===== src/rtl/pipe_pkg.sv =====
// Shared pipeline definitions: register-address width, EX operand-select
// encodings and the destination-tag slot carried down the shadow pipeline.
package pipe_pkg;
  localparam int REG_AW = 5;

  localparam logic [1:0] FWD_IDEX  = 2'b00;
  localparam logic [1:0] FWD_WB    = 2'b01;
  localparam logic [1:0] FWD_EXMEM = 2'b10;

  typedef struct packed {
    logic [REG_AW-1:0] dest;
    logic              regwrite;
    logic              memread;
  } slot_t;
endpackage


===== src/rtl/fwd_sel_calc.sv =====
// Next-cycle forwarding select for one EX operand, evaluated while the
// consuming instruction is still in ID.
module fwd_sel_calc
  import pipe_pkg::*;
#(
  parameter int REG_AW = pipe_pkg::REG_AW
) (
  input  logic              use_src,
  input  logic [REG_AW-1:0] src,
  input  logic [REG_AW-1:0] ex_dest,
  input  logic              ex_regwrite,
  input  logic [REG_AW-1:0] mem_dest,
  input  logic              mem_regwrite,
  output logic [1:0]        sel
);

  // The instruction now in EX is the newest producer, so it wins over MEM.
  // $0 is hard-wired zero and is never forwarded.
  always_comb begin
    sel = FWD_IDEX;
    if (use_src && ex_regwrite && (ex_dest != '0) && (ex_dest == src))
      sel = FWD_EXMEM;
    else if (use_src && mem_regwrite && (mem_dest != '0) && (mem_dest == src))
      sel = FWD_WB;
  end

endmodule


===== src/rtl/fwd_hazard_unit.sv =====
// EX operand-forwarding selects and load-use hazard detection, driven from a
// shadow pipeline of destination tags for the EX, MEM and WB stages.
module fwd_hazard_unit
  import pipe_pkg::*;
#(
  parameter int REG_AW = pipe_pkg::REG_AW,
  parameter int CNT_W  = 16
) (
  input  logic              clk,
  input  logic              rst_n,
  input  logic              id_valid,
  input  logic [REG_AW-1:0] id_rs,
  input  logic [REG_AW-1:0] id_rt,
  input  logic              id_use_rs,
  input  logic              id_use_rt,
  input  logic [REG_AW-1:0] id_dest,
  input  logic              id_regwrite,
  input  logic              id_memread,
  input  logic              flush,
  input  logic              mem_hold,
  output logic [1:0]        forwarding_output1,
  output logic [1:0]        forwarding_output2,
  output logic              stall,
  output logic              bubble,
  output logic [CNT_W-1:0]  stall_count
);

  slot_t      ex_slot, mem_slot, wb_slot;
  logic       luh;
  logic [1:0] sel1_next, sel2_next;
  logic       unused_wb;

  function automatic logic [CNT_W-1:0] sat_inc(input logic [CNT_W-1:0] v);
    return (&v) ? v : v + 1'b1;
  endfunction

  fwd_sel_calc #(.REG_AW(REG_AW)) u_sel_rs (
    .use_src      (id_use_rs),
    .src          (id_rs),
    .ex_dest      (ex_slot.dest),
    .ex_regwrite  (ex_slot.regwrite),
    .mem_dest     (mem_slot.dest),
    .mem_regwrite (mem_slot.regwrite),
    .sel          (sel1_next)
  );

  fwd_sel_calc #(.REG_AW(REG_AW)) u_sel_rt (
    .use_src      (id_use_rt),
    .src          (id_rt),
    .ex_dest      (ex_slot.dest),
    .ex_regwrite  (ex_slot.regwrite),
    .mem_dest     (mem_slot.dest),
    .mem_regwrite (mem_slot.regwrite),
    .sel          (sel2_next)
  );

  // A load in EX cannot forward its data in time; the reader must wait one cycle.
  always_comb begin
    luh = id_valid && ex_slot.memread && ex_slot.regwrite && (ex_slot.dest != '0) &&
          ((id_use_rs && (id_rs == ex_slot.dest)) || (id_use_rt && (id_rt == ex_slot.dest)));
  end

  assign stall  = luh && !flush && !mem_hold;
  assign bubble = (luh || flush || !id_valid) && !mem_hold;

  // WB tags are tracked for completeness; the register file write-through
  // makes forwarding from WB unnecessary.
  assign unused_wb = ^wb_slot;

  // Stage boundary: ID -> EX -> MEM -> WB shadow registers and select registers.
  always_ff @(posedge clk or negedge rst_n) begin
    if (!rst_n) begin
      ex_slot            <= '0;
      mem_slot           <= '0;
      wb_slot            <= '0;
      forwarding_output1 <= FWD_IDEX;
      forwarding_output2 <= FWD_IDEX;
      stall_count        <= '0;
    end else if (!mem_hold) begin
      mem_slot <= ex_slot;
      wb_slot  <= mem_slot;
      if (flush || luh) begin
        ex_slot            <= '0;
        forwarding_output1 <= FWD_IDEX;
        forwarding_output2 <= FWD_IDEX;
        if (!flush)
          stall_count <= sat_inc(stall_count);
      end else begin
        ex_slot.dest       <= id_dest;
        ex_slot.regwrite   <= id_regwrite && id_valid;
        ex_slot.memread    <= id_memread && id_valid;
        forwarding_output1 <= sel1_next;
        forwarding_output2 <= sel2_next;
      end
    end
  end

endmodule


===== config.mk =====
export PLATFORM = sky130hd
export DESIGN_NAME = fwd_hazard_unit
export DESIGN_NICKNAME = d
export VERILOG_FILES = /design/src/rtl/pipe_pkg.sv /design/src/rtl/fwd_sel_calc.sv /design/src/rtl/fwd_hazard_unit.sv
export SDC_FILE = /design/constraint.sdc
export NUM_CORES = 1
export LEC_CHECK = 0
export CORE_MARGIN = 8
export CORE_UTILIZATION = 54
export DETAILED_ROUTE_END_ITERATION = 7
export PLACE_DENSITY = 0.82
export SYNTH_ARGS = -nofsm -noshare
export SYNTH_HDL_FRONTEND = slang
export SYNTH_HIERARCHICAL = 1
export SYNTH_SLANG_ARGS = --single-unit

===== constraint.sdc =====
create_clock -name clk -period 5.8 [get_ports clk]
set_clock_uncertainty 0.05 [all_clocks]
set_input_delay 1.16 -clock clk [delete_from_list [all_inputs] [get_ports clk]]
set_output_delay 1.16 -clock clk [all_outputs]
set_load 0.01 [all_outputs]

==> flow_summary.toml, run 1 <==
[run_status]
status = "complete, no violations"

[worst_setup_path]
timing.critical_path.arrival_ns = 3.43
crit_fanout = 16
reg2reg_slack_ns = 3.61
crit_type = "primary input to output pin"
startpoint_type = "primary input"
reg2regPathDepth = 6
cp_data_required_time_ns = 4.59
end_kind = "output pin"

[cts]
cts_resized = 0
clockBufferDepth = 2
clk_pin_slew_ns = 0.07
insertion_delay_ns = 0.28
root_buffer = "clkbuf_8"
post_cts_buffers = 0
clock_sinks = 33
cts-buffers-inserted = 5
cts_hold_buf = 0
htreeDepth = 2
cts_tree = "yes"

[synthesis]
synthesis.nets = 212
yosys.area.top_type = "dfrtp_1"
synth_area_per_cell_sq_um = 10.6
netlist_area_sq_um = 1990
ys_ff_latch = 33
synthCells = 187
synth_seq_area_share_pct = 41.5
synth.distinct_cells = 36
synth_top_area_share_pct = 41.5
yosys-top-cells-area = "dfrtp_1 41%, xnor2_1 17%, nand4_1 4.7%, mux2_2 4.0%, nand3_1 2.8%"
ys.warnings.count = 6

[floorplanning]
initial_utilization_pct = 55.2
die_w_um = 76.7
core-area_sq_um = 3610
pin_count = 46
die_h_um = 76.7
rows = 22
die_area_sq_um = 5890

[routing]
drcViolationCount = 0
antenna_left = 0
routed_wl_mm = 4.97
routedWlPerCell_um = 17.5
vias_per_cell = 5.74
detail_route.iter0.violations = 158
dr.pass1.iters = 4
vias = 1630

[global_route]
grt_pass1_vias = 1697
grt_pass1_wl_mm = 8.39
grt_overflow = 0
grt_use_total_pct = 17.3
grt_max_degree = 34
antenna_found_initial = 0

[hold_path]
hold-path-cell-count = 1
hp-class = "flop to flop"

[placed_design]
place.gp.congestion = 0.872
postPlaceCellArea_sq_um = 2480
dp_hpwl_mm = 3.59
placedCellCount = 276
port_buffers = 45

[cells_and_area]
nNetsFinal = 260
areaGrowthSynthToFinish_pct = 29.2
layout-drive-gt1-share_pct = 12.7
stdcell_area_sq_um = 2570
multi_input_area_sq_um = 1110
n_antenna_cell = 0
ff_latch_area_sq_um = 826
fill_cells = 268
finalNonFillerCells = 284

[sta]
finalSetupViolCount = 0
rsz0062_at_grt = "no"
fin_setup_tns_ns = 0
hold_viol_final = 0
worst_pin_slew_ns = 0.636
timing.fmax_mhz = 216
period_share_pct = 80.0
report.final.slew_viol_count = 0
period_minus_slack_ns = 4.64
max-slew-margin-rel_pct = 57.3

[power]
p_leak_nw = 0.946
p_per_area_nw_per_um2 = 196
irDropWorstVdd_mv = 0.169
p_total_mw = 0.503

[run]
drv_cap = 0
[Yosys cell counts, drive strengths merged]
library cell  count
a2111oi           2
a21oi             1
a22o              6
a32o              5
a41oi             1
and3              3
buf               3
clkbuf            3
dfrtp            33
ha                1
inv               5
mux2              7
nand2             6
nand2b            1
nand3            11
nand3b            2
nand4            15
nor2              9
nor2b             3
nor3              6
nor3b             6
nor4              4
o2111ai           2
o211ai            2
o21ai             3
o22ai             1
o41ai             2
or2               2
or4               1
xnor2            39
xor2              2
[metal layers]
layer  wire [um]  track usage (%)  share of wire [%]
met5           0                0                  0
met3         311             5.48                6.3
met2        2430             27.1                 49
met1        2210             22.1                 45
met4          21             5.19               0.42
[logic make-up (layout without fill, tap and decap cells)]
group           count (synthesis)  in the layout  share of synthesized area, %
buf+inv                        11             60                          2.51
mux                             7              7                          3.96
simple gates                   69             69                          20.4
compound gates                 25             25                          13.0
flops                          33             33                          41.5
xor+xnor                       41             41                          18.0
fa+ha+maj                       1              1                         0.628
[flip-flops by register name (all words and copies together) (netlist names)]
signal	cells
forwarding_output2	2
forwarding_output1	2
stall_count	16
ex_slot	7
mem_slot	6
[worst max-delay path: stages]
cell,delay (ns)
clkdlybuf4s50_1,0.58
xnor2_1,0.15
nand4_1,0.16
o22ai_4,0.46
nand2b_4,0.18
nor3_1,0.16
clkdlybuf4s50_1,0.57
[metrics by stage]
step                      hold WS (ns)  util, %  worst slack, ns
after CTS                        0.450     71.3             1.16
after global placement           0.418     68.9             1.19
after detailed placement         0.437     68.9             1.15
after global routing             0.469     71.3            0.978
after floorplan                  0.408        -             2.40
final                            0.448     71.3             1.16
[placed cells by master (no fill, tap or decap), types with 3 or more instances in the layout]
master	n
a22o_1	5
a32o_1	5
and3_1	3
clkbuf_8	5
clkdlybuf4s50_1	45
dfrtp_1	33
inv_1	5
mux2_2	7
nand2_1	6
nand3_1	11
nand4_1	15
nor2_1	9
nor2b_1	3
nor3_1	4
nor3b_1	6
nor4_1	4
xnor2_1	39
[layout make-up]
cell class / count / share of cell area, %
multi-input cells: 143 / 43.4
flip-flops and latches: 33 / 32.1
repair buffers: 47 / 18.1
clock buffers: 5 / 2.68
well taps: 48 / 2.34
inverters: 5 / 0.730
clock inverters: 3 / 0.681
[report_power, final]
part	switching (mW)	internal, mW
sequential	0.0165	0.238
combinational	0.0357	0.0447
clock	0.0858	0.0828
[path summary, 6_finish.rpt]
check,from,to
max,id_rs[1],stall
min,ex_slot[0],ex_slot[0]
max reg2reg,stall_count[0],stall_count[1]
min reg2reg,ex_slot[0],ex_slot[0]
max in group asynchronous,rst_n,ex_slot[0]
min in group asynchronous,rst_n,stall_count[0]
No activity file was read; power rests on OpenSTA's default activity.
==> run 2: changes to the inputs <==
--- a/config.mk
+++ b/config.mk
@@ -6,9 +6,9 @@
 export NUM_CORES = 1
 export LEC_CHECK = 0
 export CORE_MARGIN = 8
-export CORE_UTILIZATION = 54
+export CORE_UTILIZATION = 45
 export DETAILED_ROUTE_END_ITERATION = 7
-export PLACE_DENSITY = 0.82
+export PLACE_DENSITY = 0.73
 export SYNTH_ARGS = -nofsm -noshare
 export SYNTH_HDL_FRONTEND = slang
 export SYNTH_HIERARCHICAL = 1
==> constraint.sdc (replaced) <==
create_clock -name clk -period 4.01 [get_ports clk]
set_clock_uncertainty 0.05 [all_clocks]
set_input_delay 0.802 -clock clk [delete_from_list [all_inputs] [get_ports clk]]
set_output_delay 0.802 -clock clk [all_outputs]
set_load 0.01 [all_outputs]
==> run 2 against run 1 <==
  * Critical path depth unchanged
  * Hold slack worse by 0.0010 ns
  * Non-clock buffer count up 1
  * Final area up 0.49%
  * Count of clock-buffer cells in the layout unchanged
  * Highest routed layer unchanged
==> flow_summary.toml, run 2 (synthesis results as in run 1) <==
[run_status]
status = "complete, no violations"

[worst_setup_path]
reg2regPathDepth = 4
cp_data_required_time_ns = 3.16
r2r-end = "stall_count[1]"
end_kind = "output pin"
reg2reg_slack_ns = 1.91
crit_type = "primary input to output pin"
r2r_start = "ex_slot[3]"
crit_fanout = 13
timing.critical_path.arrival_ns = 2.80
startpoint_type = "primary input"

[cells_and_area]
nNetsFinal = 261
largest_register_ffs = 16
areaGrowthSynthToFinish_pct = 29.8
reg.largest.list = "stall_count (16), ex_slot (7), mem_slot (6)"
stdcell_area_sq_um = 2580
n_antenna_cell = 0
layout-drive-gt1-share_pct = 13.1
layout_commonest_cell = "clkdlybuf4s50_1"
top_register = "stall_count"
mostFrequentLayoutCells = "45 x clkdlybuf4s50_1, 39 x xnor2_1, 33 x dfrtp_1"

[run]
drv_cap = 0

[power]
p_sw_mw = 0.199
p_per_area_nw_per_um2 = 282
clkPwrFrac_pct = 33.2
internal_power_mw = 0.529
seq_power_share_pct = 50.6
irDropWorstVdd_mv = 0.159
combinationalPowerShare_pct = 16.2
sw_frac_of_total_pct = 27.3
p_leak_nw = 0.951

[placed_design]
postPlaceCellArea_sq_um = 2500
dp_worst_setup_slack_ns = 0.350
dp_hpwl_mm = 3.61
place.gp.congestion = 0.953
port_buffers = 45

[routing]
routedWlPerCell_um = 17.3
drcViolationCount = 0
dr.pass1.iters = 4
routed_wl_mm = 5.00
vias_per_cell = 5.77
antenna_left = 0
vias = 1667
detail_route.iter0.violations = 142

[sta]
period_minus_slack_ns = 3.66
period_share_pct = 91.2
timing.fmax_mhz = 273
max-slew-margin-rel_pct = 57.2
rsz0062_at_grt = "no"
report.final.slew_viol_count = 0
finalSetupViolCount = 0
fin_setup_tns_ns = 0
hold_viol_final = 0
setup_ws_ns = 0.353
worst_pin_slew_ns = 0.638

[floorplanning]
initial_utilization_pct = 46.4
die_area_sq_um = 6810
pin_count = 46
rows = 24
die_w_um = 82.5
die_h_um = 82.5
core-area_sq_um = 4290

[cts]
insertion_delay_ns = 0.28
post_cts_buffers = 0
clockBufferDepth = 2
clk_pin_slew_ns = 0.07
cts-buffers-inserted = 5
cts_tree = "yes"
clock_sinks = 33
cts_hold_buf = 0
htreeDepth = 2
root_buffer = "clkbuf_8"
cts_resized = 0

[global_route]
grt_overflow = 0
antenna_found_initial = 0
grt_pass1_vias = 1696
grt_use_total_pct = 15.7
grt_max_degree = 34
grt_pass1_wl_mm = 8.31

[hold_path]
hold-path-cell-count = 1
min_from = "ex_slot[0]"
hp-class = "flop to flop"
min_to = "ex_slot[0]"
-- run 2: cell count changes in the layout (fill, tap and decap cells not counted) --
cell   change
buf_4      +1
-- run 2: how the worst max path moves through the flow --
stage / from / end / cells after the start
3_3_place_gp: id_rs[1] / bubble / 7
6_report: id_rs[1] / stall / 7
3_5_place_dp: id_rs[1] / stall / 7
4_1_cts: id_rs[1] / stall / 7
2_1_floorplan: id_rs[1] / stall / 6
5_1_grt: id_rs[3] / stall / 7
-- run 2: worst max-delay path, stage by stage --
cell and delay [ns]:
clkdlybuf4s50_1 0.59, xnor2_1 0.14, nand4_1 0.16, o22ai_4 0.24, nand2b_4 0.14, nor3_1 0.17, clkdlybuf4s50_1 0.57
-- run 2: power by group through the flow --
stage	registers, mW	logic (mW)	clock network [mW]
after detailed placement	0.374	0.118	0
after global routing	0.370	0.129	0.266
final	0.368	0.118	0.242
after global placement	0.374	0.117	0
after floorplan	0.367	0.0703	0
after CTS	0.368	0.119	0.249
-- run 2: stage by stage --
step / std cells / hold WS [ns] / util (%) / power [mW]
after floorplan: 187 / 0.408 / - / 0.437
after global placement: 281 / 0.419 / 58.2 / 0.492
after detailed placement: 281 / 0.432 / 58.2 / 0.493
after CTS: 289 / 0.451 / 60.2 / 0.736
after global routing: 289 / 0.475 / 60.2 / 0.766
final: 289 / 0.447 / 60.2 / 0.728
-- run 2: layout make-up --
| cell class | instances | area (sq um) |
|---|---|---|
| multi-input cells | 143 | 1110 |
| clock buffers | 5 | 68.8 |
| clock inverters | 3 | 17.5 |
| flip-flops and latches | 33 | 826 |
| well taps | 52 | 65.1 |
| fillers | 371 | 1710 |
| repair buffers | 48 | 473 |
| inverters | 5 | 18.8 |
-- run 2: layer usage --
metal	wire length (um)	GRT usage [%]	vias to the layer above
li1	-	-	791
met1	2330	21.5	812
met2	2250	23.6	59
met3	371	4.00	5
met4	45	5.17	0
met5	0	0	-
